===== config.mk =====
export PLATFORM = sky130hd
export DESIGN_NAME = gf180mcu_prbs_lfsr
export DESIGN_NICKNAME = d
export VERILOG_FILES = /design/src/rtl/gf180mcu_prbs_pkg.sv /design/src/rtl/gf180mcu_prbs_lfsr.sv
export SDC_FILE = /design/constraint.sdc
export NUM_CORES = 1
export LEC_CHECK = 0
export CORE_AREA = 5 5 42 44
export DETAILED_ROUTE_END_ITERATION = 7
export DIE_AREA = 0 0 47 49
export PLACE_DENSITY = 0.56
export SLEW_MARGIN = 20
export SYNTH_ARGS = -nofsm -noshare
export SYNTH_HDL_FRONTEND = slang
export SYNTH_SLANG_ARGS = --single-unit

===== constraint.sdc =====
create_clock -name clk -period 0.9 [get_ports clk]
set_clock_uncertainty 0.15 [all_clocks]
set_input_delay 0.27 -clock clk [delete_from_list [all_inputs] [get_ports clk]]
set_output_delay 0.27 -clock clk [all_outputs]
set_load 0.05 [all_outputs]

===== src/rtl/gf180mcu_prbs_pkg.sv =====
// Shared definitions for the gf180mcu XNOR-feedback PRBS generator/checker pair.
// Holds the checker state encoding, standard polynomials and the feedback function.
package gf180mcu_prbs_pkg;

  typedef enum logic [1:0] {
    HUNT_FILL,
    HUNT_MATCH,
    LOCKED
  } prbs_state_e;

  // Standard polynomials x^W + x^T + 1
  localparam int unsigned PRBS7_WIDTH  = 7;
  localparam int unsigned PRBS7_TAP    = 6;
  localparam int unsigned PRBS9_WIDTH  = 9;
  localparam int unsigned PRBS9_TAP    = 5;
  localparam int unsigned PRBS15_WIDTH = 15;
  localparam int unsigned PRBS15_TAP   = 14;
  localparam int unsigned PRBS23_WIDTH = 23;
  localparam int unsigned PRBS23_TAP   = 18;
  localparam int unsigned PRBS31_WIDTH = 31;
  localparam int unsigned PRBS31_TAP   = 28;

  // XNOR prediction; all-ones is the lockup state, all-zero is legal
  function automatic logic next_bit(input logic [31:0] s,
                                    input int unsigned width,
                                    input int unsigned tap);
    return ~(s[width-1] ^ s[tap-1]);
  endfunction

endpackage


===== src/rtl/gf180mcu_prbs_lfsr.sv =====
// PRBS shift register shared by generator and checker: shifts in D when loading,
// otherwise its own XNOR feedback; holds when EN is low.
module gf180mcu_prbs_lfsr
  import gf180mcu_prbs_pkg::*;
#(
  parameter int unsigned WIDTH = 7,
  parameter int unsigned TAP   = 6
) (
  input  logic             clk,
  input  logic             rst,
  input  logic             en,
  input  logic             load,
  input  logic             d,
  output logic [WIDTH-1:0] s,
  output logic             pred
);

  assign pred = next_bit(32'(s), WIDTH, TAP);

  always_ff @(posedge clk) begin
    if (rst) begin
      s <= '0;
    end else if (en) begin
      s <= {s[WIDTH-2:0], load ? d : pred};
    end
  end

endmodule


# After elaboration in Yosys (flattened, before gate mapping)
# Index checks and enable logic that the tools add are counted.
# op_classes
addsub,0
mul,0
div,0
order_cmp,0
n_eq_ne,0
shifts,0
n_mux,1
n_bitwise,2
n_reduce_logical,0
# ops
cell,count
$mux 1,1
$not 1->1,1
$xor 1x1->1,1
# word_totals
regBits,7
latchBits,0
ram_bits,0
rom_bits,0
wordCells,4
memories,0

# Depth between registers and ports, before layout
# Gate-level depths: netlist of run 1.
# depth
word_depth,3
ltp_mapped,3
mapped_depth_nobuf,3

# Least setup slack after synthesis of run 1
# OpenSTA, ideal clock, no wires.
# synth_path
path_kind,register to register
from,reg s[6]
to,reg s[0]
t_arrival_ps,1502
required_time_ps,671
path_slack_ps,-831
stages_incl_launch_ff,4
period_less_slack_ps,1731
path_cell_list,dfxtp_1 -> xnor2_2 -> mux2i_1 -> a211oi_2
# synth_via
elab_chain_cells,3
# synth_rtl
item,line_no,rtl
start: declaration,gf180mcu_prbs_lfsr.sv:14,"output logic [WIDTH-1:0] s,"
start signal: assignment,gf180mcu_prbs_lfsr.sv:24,"s <= {s[WIDTH-2:0], load ? d : pred};"
$xor 1x1->1,gf180mcu_prbs_pkg.sv:27,return ~(s[width-1] ^ s[tap-1]);
$not 1->1,gf180mcu_prbs_pkg.sv:27,
via pred,gf180mcu_prbs_lfsr.sv:15,output logic pred
$mux 1,gf180mcu_prbs_lfsr.sv:24,
# The timed path passes the listed nets, and every way through them passes these cells.
# A chain may end at the register's enable or synchronous reset.

# Final worst setup path of run 1
# layout_path
from,reg s[6]
to,out pred
# layout_via
elab_chain_cells,2
# layout_rtl
item,line_no
$xor 1x1->1,gf180mcu_prbs_pkg.sv:27
$not 1->1,gf180mcu_prbs_pkg.sv:27
end: declaration,gf180mcu_prbs_lfsr.sv:15
# Every way passes these cells.

==> results of run 1 <==
-- power by group through the flow --
stage	clock, uW	sequential (uW)	combinational [uW]
5_1_grt	326	314	136
4_1_cts	291	321	121
6_report	281	313	130
2_1_floorplan	0	351	26.0
3_3_place_gp	0	329	109
3_5_place_dp	0	329	109
-- layout by cell type, fill, tap and decap left out --
cell / count
dfxtp_4: 6
nor2_1: 7
buf_4: 2
clkbuf_1: 1
mux2i_1: 6
clkbuf_4: 3
dfxtp_2: 1
mux2i_2: 1
xnor2_4: 1
buf_12: 8
clkdlybuf4s50_1: 2
buf_6: 10
a211oi_2: 1
dlygate4sd2_1: 2
-- logic make-up after synthesis --
logic type / synth area share
AND/OR/NAND/NOR: 0.0972
flip-flops: 0.519
XOR/XNOR: 0.0602
buffers and inverters: 0.0185
multiplexers: 0.259
AO/OA/AOI/OAI: 0.0463
-- layout make-up --
cell class | instances | share of cell area
Timing Repair Buffer | 24 | 0.481
Multi-Input combinational cell | 16 | 0.207
Clock buffer | 4 | 0.0389
Tap cell | 16 | 0.0296
Sequential cell | 7 | 0.243
-- metrics by stage --
step,setup TNS (ns),hold WS [ns],total power (uW),setup slack (ns)
after global routing,-3.94,0.302,775,-0.514
after detailed placement,-4.15,0.380,438,-0.521
after CTS,-3.16,0.301,733,-0.480
after global placement,-4.19,0.380,438,-0.529
after floorplan,-1.37,0.183,377,-0.443
final,-3.39,0.302,725,-0.477
-- worst min path at each step --
stage	start	end	cells after the start
after floorplan	rst	s[5]	1
after global placement	s[1]	s[1]	2
after detailed placement	s[3]	s[3]	2
after CTS	rst	s[0]	2
after global routing	rst	s[0]	2
final	rst	s[0]	2
-- metal layers --
layer  part of all wire  wire length, um  up-vias  global-route usage
met1               0.44              319      122              0.0774
met5                  0                0        -                   0
met4              0.054               39        0              0.0829
met3              0.099               72        4              0.0111
li1                   -                -      137                   -
met2               0.41              295       13              0.0814
-- what timing repair did --
| action | CTS | global route |
|---|---|---|
| cloned | 0 | 0 |
| setup endpoints to repair | 15 | 14 |
| setup buffers | 6 | 5 |
| resized for setup | 11 | 9 |
| hold buffers | 0 | 0 |
| pin swaps | 5 | 4 |
==> metrics.cfg, run 1 <==
[setup_path]
crit_arrival_ns = 0.96
r2r_setup_slack_ns = -0.36
critPathBufInv = 1
critPathRequiredTime_ns = 0.48
slowest_stage = dfxtp_4
setup.worst_path.start_class = flip-flop
critical_path.top_delay_family = flip-flops
cp-end-kind = output pin
path_depth = 2
cp_max_fo = 2
worstPathCellList = xnor2_4 > buf_12
startpoint = s[6]
r2r-start = s[6]
max_stage_delay_ns = 0.36
path_class = flip-flop to output pin
crit_end = pred
r2r-end = s[0]
r2r.worst_path.cells = 5

[cells_and_area]
drive_above_1_share = 0.647
regMostFlops = s
finalNetCount = 57
area_growth_pct = 150
fin_area_um2 = 676
seqCellArea_um2 = 164
multi_input_area_um2 = 140
top_regs = s (7)
post-route-util = 0.482
antenna_cells = 0
fin_cells = 67
largest_reg_flops = 7
n_fill_cell = 137

[clock_tree]
numCtsBuffers = 3
clk_latency_ns = 0.25
cts-root-buf = clkbuf_4
clkTransAtPathRegs_ns = 0.05
tritoncts = built
ctsLongestPathBuffers = 2
cts-htree-levels = 1
clkSinkCount = 7

[global_routing]
antenna_found_initial = 0
track_usage = 0.0649
grt_max_degree = 9
grt_pass1_wl_um = 1020
first_global_vias = 272
grt-ovfl-total = 0

[worst_hold_path]
hp-class = input pin to flip-flop

[synth]
syn-cell-area_um2 = 270
yosys_warnings = 0
synth-seq-cells = 7
synth_area_leaders = dfxtp_1 52%, mux2i_1 26%, nor2_1 9.7%, xnor2_2 6.0%, a211oi_2 4.6%
synth-main-ff-cell = dfxtp_1
yosys.area.top_type_share = 0.519
postSynth.asyncResetShare = 0
yosys.area.top_type = dfxtp_1
ys_types = 6
synth_nets = 29
netlist_top_cells_count = 7 x dfxtp_1, 7 x mux2i_1, 7 x nor2_1
synth_area_per_cell_um2 = 11.3
syn_inst = 24
synth_edf_count = 0
yosysSeqAreaShare = 0.519

[timing]
rsz0062_at_grt = true
fin_crit_ns = 1.38
period_share = 1.53
tightest_slew_ns = 0.248
finalSetupViolations = 15
finalWorstSetupSlack_ns = -0.477
slew_headroom = 0.835
final-hold-violation-count = 0
fmax_mhz = 726
final_max_slew_viol_count = 0

[run_status]
violations = setup timing
outcome = finished with violations

[route]
wirelength_um = 727
drtPass1Iterations = 4
vias = 276
avgRoutedWirePerCell_um = 10.9
drt_iter0_markers = 2
antenna_left = 0
remaining_drc_errors = 0
viasPerCell = 4.12

[pwr]
switching_share = 0.246
p_per_area_nw_per_um2 = 1070
leakage_uw = 0.000291
p_clk_frac = 0.388
combPwrFrac = 0.180
sequentialPowerShare = 0.432
p_sw_uw = 178
vdd_drop_max_mv = 0.837
p_int_uw = 547

[floorplanning]
start_util = 0.193
die_h_um = 49
core_area_um2 = 1400
rows = 14
die_area_um2 = 2300
fp.dieW_um = 47
ios = 13

[placement]
dpl.hpwl_um = 460
place_inst = 54
placedInstanceArea_um2 = 532
port_buffers = 12
gp_congestion = 0.635

[flow_run]
maxCapViolCount = 0

Power figures use the tool's default switching activity.
==> run 2, diff against run 1 <==
RECOVER_POWER = 100   (was default)
==> results of run 2 <==
No change in the layout: final DEF, timing and power equal those of run 1.
==> run 3, diff against run 2 <==
CELL_PAD_IN_SITES_DETAIL_PLACEMENT = 1   (was default)
CELL_PAD_IN_SITES_GLOBAL_PLACEMENT = 1   (was default)
PLACE_DENSITY = 0.69   (was 0.56)
==> run 3 against run 2 <==
Net effect: the run still ends with setup timing left; via count up 1.4%; first-iteration DRC count rose by 50%; worst setup slack better by 0.0062 ns; design area increased by 0.93%; critical endpoint unchanged; largest cell class unchanged.
==> metrics.cfg, run 3 (synthesized netlist as in run 1, its figures left out) <==
[run_status]
outcome = finished with violations
violations = setup timing

[pwr]
p_per_area_nw_per_um2 = 1070  ; -0.63%
p_sw_uw = 182  ; +2.1%
sequentialPowerShare = 0.430  ; -0.002
leakage_uw = 0.000288  ; -1.1%
p_clk_frac = 0.387  ; about the same
switching_share = 0.250  ; +0.00437
combPwrFrac = 0.183  ; +0.003
p_int_uw = 545  ; -0.29%
vdd_drop_max_mv = 0.681  ; -19%

[floorplanning]
die_h_um = 49  ; unchanged
rows = 14  ; unchanged
core_area_um2 = 1400  ; unchanged
die_area_um2 = 2300  ; unchanged
start_util = 0.193  ; unchanged
fp.dieW_um = 47  ; unchanged
ios = 13  ; unchanged

[route]
remaining_drc_errors = 0  ; unchanged
wl_met3_um = 91  ; +26%
m1WireLength_um = 368  ; +15%
drtPass1Iterations = 2  ; -2
avgRoutedWirePerCell_um = 13.4  ; +24%
viasPerCell = 4.18  ; +1.4%
antenna_left = 0  ; unchanged
vias = 280  ; +1.4%
drt_iter0_markers = 3  ; +1
met2_wirelength_um = 442  ; +50%
wirelength_um = 901  ; +24%
highest_layer = met3

[placement]
gp_congestion = 0.674  ; +6.1%
place_inst = 54  ; unchanged
port_buffers = 12  ; unchanged

[cells_and_area]
multi_input_area_um2 = 144  ; +2.7%
post-route-util = 0.487  ; +0.00446
top_regs = s (7)
antenna_cells = 0  ; unchanged
regMostFlops = s
area_growth_pct = 152
n_fill_cell = 146  ; +6.6%
finalNetCount = 57  ; unchanged
final_common_cell = buf_6
drive_above_1_share = 0.667  ; +0.0196
fin_cells = 67  ; unchanged
layout_common_cells = 10 x buf_6, 8 x buf_12, 7 x nor2_1, 7 x dfxtp_4, 5 x mux2i_1
seqCellArea_um2 = 166  ; +1.5%
largest_reg_flops = 7  ; unchanged

[global_routing]
grt_max_degree = 9  ; unchanged
antenna_found_initial = 0  ; unchanged
grt-ovfl-total = 0  ; unchanged
track_usage = 0.0967  ; +0.0318
first_global_vias = 337  ; +24%
grt_pass1_wl_um = 1530  ; +50%

[setup_path]
r2r-start = s[6]
critPathRequiredTime_ns = 0.48  ; about the same
r2r-end = s[0]
path_class = flip-flop to output pin
cp-end-kind = output pin
r2r.worst_path.cells = 6  ; +1
setup.worst_path.start_class = flip-flop
cp_max_fo = 2  ; unchanged
startpoint = s[6]
r2r_setup_slack_ns = -0.45  ; -0.09 ns
crit_arrival_ns = 0.95  ; about the same

[clock_tree]
numCtsBuffers = 3  ; unchanged
cts-htree-levels = 1  ; unchanged
cts-root-buf = clkbuf_4
clkTransAtPathRegs_ns = 0.05  ; about the same
ctsLongestPathBuffers = 2  ; unchanged
clk_latency_ns = 0.25  ; about the same
tritoncts = built
clkSinkCount = 7  ; unchanged

[worst_hold_path]
hold_depth = 2  ; unchanged
min_from = rst
hp-class = input pin to flip-flop
holdPathEnd = s[0]

[timing]
fmax_mhz = 729  ; +0.45%
whs_ns = 0.320  ; +0.0184 ns
finalSetupViolations = 15  ; unchanged
period_share = 1.52  ; -0.00685
rsz0062_at_grt = true
final_max_slew_viol_count = 0  ; unchanged
fin_crit_ns = 1.37  ; -0.00617 ns
finalWorstSetupSlack_ns = -0.471  ; +0.00617 ns
final-hold-violation-count = 0  ; unchanged
tightest_slew_ns = 0.266  ; +0.0185 ns
slew_headroom = 0.823  ; -0.0123

[flow_run]
maxCapViolCount = 0  ; unchanged

run 3: cell counts in the layout (fill, tap and decap cells not counted):
Identical to the previous run, type by type.
run 3: worst max-delay path by stage:
stage	to	cells after the start
3_3_place_gp	s[3]	4
6_report	pred	2
2_1_floorplan	s[0]	3
4_1_cts	pred	2
3_5_place_dp	s[1]	4
5_1_grt	pred	2
run 3: critical path: stages (launching register included):
cell and delay [ns]:
dfxtp_4 0.36, xnor2_4 0.19, buf_12 0.16
run 3: final cells by class:
class                           instances  area share
Multi-Input combinational cell         16       0.211
Timing Repair Buffer                   24       0.477
Tap cell                               16      0.0294
Clock buffer                            4      0.0385
Sequential cell                         7       0.244
run 3: repair_timing:
item                                    CTS  global route
gates resized for setup                  15             7
pin swaps                                 4             4
buffers inserted                          9             2
endpoints found under the setup margin   15            15
hold buffers                              0             0
gates cloned                              0             0
run 3: power by group through the flow:
stage	clock network, uW	logic, uW	registers [uW]
global placement	0	109	329
detailed placement	0	111	329
floorplan	0	26.0	351
CTS	297	129	320
global route	329	139	313
finish	281	133	313
run 3: metrics by stage:
stage | worst slack (ns) | power (uW) | cell area, um2 | setup TNS [ns]
final | -0.471 | 727 | 682 | -3.39
after floorplan | -0.443 | 377 | 294 | -1.37
after global placement | -0.524 | 439 | 532 | -4.17
after global routing | -0.516 | 782 | 682 | -3.93
after detailed placement | -0.548 | 441 | 532 | -4.33
after CTS | -0.485 | 745 | 667 | -3.49
run 3: routing by layer:
layer,vias to the layer above,global-route usage
li1,136,-
met1,131,0.102
met5,-,0
met2,13,0.149
met3,0,0.0369
met4,0,0.0691
